===== src/rtl/mult_div_unit.sv =====
// Iterative radix-2 multiply/divide unit with architectural HI/LO registers.
// MULT/MULTU/DIV/DIVU take WIDTH+2 cycles from start to done; MTHI/MTLO write in one edge.
module mult_div_unit #(
  parameter int WIDTH = 32
) (
  input  logic             clk,
  input  logic             rst,
  input  logic             start,
  input  logic [2:0]       op,
  input  logic [WIDTH-1:0] rs_val,
  input  logic [WIDTH-1:0] rt_val,
  output logic             busy,
  output logic             done,
  output logic [WIDTH-1:0] hi,
  output logic [WIDTH-1:0] lo
);
  localparam int CW = $clog2(WIDTH);
  localparam logic [2:0] OP_MTHI = 3'b100;
  localparam logic [2:0] OP_MTLO = 3'b101;

  typedef enum logic [1:0] {IDLE, RUN, FIX} state_e;

  state_e               state_q, state_d;
  logic [CW-1:0]        cnt_q;
  logic [WIDTH-1:0]     a_q, hi_q, lo_q;
  logic [2*WIDTH-1:0]   acc_q;
  logic                 neg_q, sa_q, div_q, div0_q, done_q;

  // Operand capture: signed ops are reduced to magnitudes plus sign flags.
  logic             go, sign_a, sign_b;
  logic [WIDTH-1:0] abs_a, abs_b;
  assign go     = (state_q == IDLE) && start && !op[2];
  assign sign_a = !op[0] && rs_val[WIDTH-1];
  assign sign_b = !op[0] && rt_val[WIDTH-1];
  assign abs_a  = sign_a ? -rs_val : rs_val;
  assign abs_b  = sign_b ? -rt_val : rt_val;

  // Multiply step: add multiplicand into upper half when LSB set, then shift right.
  logic [WIDTH:0]     madd;
  logic [2*WIDTH-1:0] mul_nxt;
  assign madd    = {1'b0, acc_q[2*WIDTH-1:WIDTH]} + (acc_q[0] ? {1'b0, a_q} : '0);
  assign mul_nxt = {madd, acc_q[WIDTH-1:1]};

  // Restoring divide step: remainder in upper half, dividend shifts out as quotient shifts in.
  logic [WIDTH:0]     shl, dif;
  logic [2*WIDTH-1:0] div_nxt;
  assign shl     = {acc_q[2*WIDTH-1:WIDTH], acc_q[WIDTH-1]};
  assign dif     = shl - {1'b0, a_q};
  assign div_nxt = dif[WIDTH] ? {shl[WIDTH-1:0], acc_q[WIDTH-2:0], 1'b0}
                              : {dif[WIDTH-1:0], acc_q[WIDTH-2:0], 1'b1};

  logic [2*WIDTH-1:0] prod;
  logic [WIDTH-1:0]   quo, rem, res_hi, res_lo;
  assign prod   = neg_q ? -acc_q : acc_q;
  assign quo    = neg_q ? -acc_q[WIDTH-1:0] : acc_q[WIDTH-1:0];
  assign rem    = sa_q ? -acc_q[2*WIDTH-1:WIDTH] : acc_q[2*WIDTH-1:WIDTH];
  assign res_lo = div_q ? (div0_q ? '1 : quo) : prod[WIDTH-1:0];
  assign res_hi = div_q ? rem : prod[2*WIDTH-1:WIDTH];

  always_ff @(posedge clk) begin
    if (rst) state_q <= IDLE;
    else     state_q <= state_d;
  end

  always_comb begin
    state_d = state_q;
    case (state_q)
      IDLE:    if (go) state_d = RUN;
      RUN:     if (cnt_q == CW'(WIDTH-1)) state_d = FIX;
      FIX:     state_d = IDLE;
      default: state_d = IDLE;
    endcase
  end

  always_comb begin
    busy = (state_q != IDLE);
    done = done_q;
    hi   = hi_q;
    lo   = lo_q;
  end

  always_ff @(posedge clk) begin
    if (rst) begin
      cnt_q  <= '0;
      a_q    <= '0;
      acc_q  <= '0;
      hi_q   <= '0;
      lo_q   <= '0;
      neg_q  <= 1'b0;
      sa_q   <= 1'b0;
      div_q  <= 1'b0;
      div0_q <= 1'b0;
      done_q <= 1'b0;
    end else begin
      done_q <= (state_q == FIX);
      case (state_q)
        IDLE: begin
          if (go) begin
            a_q    <= op[1] ? abs_b : abs_a;
            acc_q  <= {{WIDTH{1'b0}}, op[1] ? abs_a : abs_b};
            neg_q  <= sign_a ^ sign_b;
            sa_q   <= sign_a;
            div_q  <= op[1];
            div0_q <= op[1] && (rt_val == '0);
            cnt_q  <= '0;
          end else if (start && op == OP_MTHI) begin
            hi_q <= rs_val;
          end else if (start && op == OP_MTLO) begin
            lo_q <= rs_val;
          end
        end
        RUN: begin
          acc_q <= div_q ? div_nxt : mul_nxt;
          cnt_q <= cnt_q + CW'(1);
        end
        FIX: begin
          hi_q <= res_hi;
          lo_q <= res_lo;
        end
        default: ;
      endcase
    end
  end
endmodule


===== config.mk =====
export PLATFORM = sky130hd
export DESIGN_NAME = mult_div_unit
export DESIGN_NICKNAME = d
export VERILOG_FILES = /design/src/rtl/mult_div_unit.sv
export SDC_FILE = /design/constraint.sdc
export NUM_CORES = 1
export LEC_CHECK = 0
export ABC_AREA = 1
export BUFFER_PORTS_ARGS = -buffer_cell sky130_fd_sc_hd__buf_4
export CORE_MARGIN = 1
export CORE_UTILIZATION = 30
export CTS_CLUSTER_DIAMETER = 120
export DETAILED_ROUTE_END_ITERATION = 10
export PLACE_DENSITY_LB_ADDON = 0.05
export SLEW_MARGIN = 15
export SYNTH_ARGS = -nofsm -noshare
export SYNTH_HDL_FRONTEND = slang
export SYNTH_SLANG_ARGS = --single-unit

===== constraint.sdc =====
create_clock -name clk -period 5.3 [get_ports clk]
set_input_delay 0.53 -clock clk [delete_from_list [all_inputs] [get_ports clk]]
set_output_delay 0.53 -clock clk [all_outputs]
set_load 0.005 [all_outputs]

==> key figures <==
Drt
  • ANT nets after route: 0
  • Drt pass-1 iters: 6
  • Starting DRT DRC Count: 2096
  • Drt via density: 5.37
  • Wirelength per Cell: 23.7 um
  • Post-route DRC: 0
  • WL final: 94.8 mm
  • Total number of vias: 21500

CTS
  • CTS Root Cell: clkbuf_16
  • Clock sink count: 172
  • CTS tree: built
  • Hold Buf Count CTS: 0
  • # Post-CTS Setup Buffers: 0
  • Resize count post-CTS: 0
  • H-tree levels: 4
  • Clk slew on worst S/H paths: 0.08 ns
  • Clock Latency Late Sink: 0.52 ns
  • Clock Path Buffers: 2
  • Total CTS buffers: 17

Yosys
  • EDFF count, synth: 0
  • Synth Area in Compound Gates: 20.4%
  • Register area share after synthesis: 19.6%
  • Yosys reg bits: 172
  • XOR/XNOR Fraction of Synth Area: 3.13%
  • Multiplexer share of the synthesized area: 0%
  • Post-synth top flop: dfxtp_1
  • Post-Synthesis Cells: 3166
  • Simple-Gate Fraction of Synth Area: 38.1%
  • Synth cell types: 58
  • Post-Syn Area: 0.0176 sq mm
  • Async SR Flop Fraction: 0%
  • Mean Syn Cell Area: 5.56 sq um
  • Largest family of logic cells by synthesized area: simple AND/OR/NAND/NOR gates
  • Adder-Cell Fraction of Synth Area: 5.20%
  • Mapped Nets: 3308
  • Yosys Warn Count: 0

Setup path
  • Crit start category: register
  • Critical R2R Capture: acc_q[57]
  • Worst-path fanout max: 32
  • Most frequent CP cell: nand2_1
  • Crit path capture type: register
  • Worst R2R Start: acc_q[0]
  • Max incr delay on CP: 0.53 ns
  • Worst-path cell chain: buf_4 -> nand2_1 -> inv_1 -> ha_1 -> inv_1 -> fa_1 -> o21ai_1 -> nand2_1 -> nand2_1 -> nand2_1 -> nand2_1 -> nand2_1 -> nand3_1 -> nand2_1 -> o21ai_0 -> inv_1 -> nand2_1 -> a21oi_1
  • Worst endpoint required time: 5.66 ns
  • Critical-path top delay cell: dfxtp_1
  • Worst Setup Path Type: register to register
  • Worst R2R Setup Slack: 1.84 ns
  • R2R depth: 18
  • Crit path DAT: 3.82 ns

Floorplan
  • I/O pin cnt: 136
  • Core area: 0.0578 sq mm
  • Initial Utilization: 30.5%
  • Overall die height: 244 um
  • Rows: 88
  • Die Area: 0.0597 sq mm
  • Chip width: 244 um

Worst hold path
  • Path type of the worst min-delay path: input pin to register
  • Hold Path End: div0_q
  • Hold Path Origin: rt_val[30]
  • Hold depth: 4

Timing
  • Slew HR: 25.8%
  • Least-Margin Pin Slew: 1.11 ns
  • Slew Limit Fails: 0
  • Clock skew: 0.0199 ns
  • Crit path time final: 3.46 ns
  • Final period util: 65.4%
  • Setup violators final: 0
  • Final hold violations: 0
  • TNS Setup: 0 ns
  • FMAX: 289 MHz
  • RSZ-0062 raised after global routing: false

Pwr
  • Lkg Pwr: 9.88 nW
  • Maximum vdd ir drop: 0.000295 V
  • Power Dens Cells: 238 mW/mm^2
  • Total power: 0.00473 W

Cells and area
  • Fillers: 6738
  • Antenna cell count: 0
  • Area growth syn-to-layout: 12.8%
  • Area of the multi-input gates: 0.0118 sq mm
  • Most frequent cells in the layout: nand2_1 (825), inv_1 (477), nor2_1 (335), nand3_1 (283), o21ai_0 (263)
  • Share of cells above drive strength 1: 8.21%
  • Register Area: 0.00345 sq mm
  • Final Net Count: 3367
  • Commonest non-fill, non-tap cell in the layout: nand2_1

GRT
  • Vias in the first global route: 19877
  • First-pass GRT wire length: 136 mm
  • Total GRT Usage: 31.2%
  • Initial antenna violation count: 0
  • Maximum number of pins on one net before global-route repair: 88
  • Grt ovf: 0

Place
  • HPWL after DPL: 76.6 mm
  • Routability cong.: 1.03
  • Port Buffers: 135

Status
  • Status: finished, final reports clean

Job
  • Maxcap violations: 0
[synthesized netlist by cell type, types with 14 or more instances]
cell | instances | area, sq um
nand2_1 | 825 | 3100
inv_1 | 479 | 1800
nor2_1 | 339 | 1270
nand3_1 | 283 | 1420
o21ai_0 | 263 | 1320
a21oi_1 | 241 | 1210
dfxtp_1 | 172 | 3440
clkbuf_1 | 89 | 334
ha_1 | 70 | 876
xor2_1 | 56 | 490
o211ai_1 | 41 | 308
a31oi_1 | 38 | 238
nand4_1 | 35 | 219
nor3_1 | 33 | 165
buf_2 | 19 | 95.1
nand2_2 | 14 | 87.6
[critical path, delay by kind of cell, from the launching register on]
kind,cells,cell delay (ns)
AO/OA/AOI/OAI,3,0.66
AND/OR/NAND/NOR,9,0.84
buffers and inverters,4,0.66
flip-flops,1,0.53
adder cells (fa/ha/maj),2,0.62
[metrics by stage]
stage / util, % / instance area (sq um) / setup slack, ns / instances / hold WS, ns
6_report: 34.4 / 19900 / 1.84 / 4003 / 0.331
2_1_floorplan: - / 17600 / 2.96 / 3166 / 0.441
4_1_cts: 34.4 / 19900 / 1.92 / 4003 / 0.309
3_3_place_gp: 33.4 / 19300 / 1.99 / 3971 / 0.452
5_1_grt: 34.4 / 19900 / 1.68 / 4003 / 0.338
3_5_place_dp: 33.4 / 19300 / 1.96 / 3971 / 0.456
[routing by layer]
layer	vias up	GRT usage [%]	routed length (um)
met2	751	47.7	40900
met1	10266	44.3	44800
li1	10367	-	-
met5	-	0	0
met4	0	12.6	3620
met3	116	3.50	5460
[logic make-up after synthesis]
| group | count (synthesis) |
|---|---|
| AOI/OAI and AO/OA | 652 |
| xor gates and xnor gates | 63 |
| adders and majority gates | 72 |
| buffers and inverters | 618 |
| DFF | 172 |
| and+or+nand+nor | 1589 |
[where the power goes]
group / switching [W] / internal [W]
combinational: 0.00136 / 0.000543
sequential: 0.000118 / 0.00137
clock: 0.000712 / 0.000625
[state kept, by name, indices dropped and copies added, names as in the netlist]
signal   flops
neg_q        1
done         1
acc_q       64
div_q        1
a_q         32
sa_q         1
hi          32
div0_q       1
state_q      2
cnt_q        5
lo          32
[how the worst max path moves through the flow]
stage                     startpoint        end  slack, ns  cells past startpoint
after floorplan            acc_q[31]  acc_q[48]       2.96                     20
after global placement      acc_q[0]  acc_q[57]       1.99                     18
after detailed placement    acc_q[0]  acc_q[57]       1.96                     18
after CTS                   acc_q[0]  acc_q[57]       1.92                     18
after global routing        acc_q[0]  acc_q[57]       1.68                     18
final                       acc_q[0]  acc_q[57]       1.84                     18
[final cells by class]
cell class	instances	area share (%)
clock inverters	15	0.762
inverters	492	9.31
flip-flops and latches	172	17.4
multi-input cells	2376	59.3
clock buffers	17	2.14
well taps	765	4.82
repair buffers	166	6.27
Note: power is estimated with default switching activity, not from simulation.
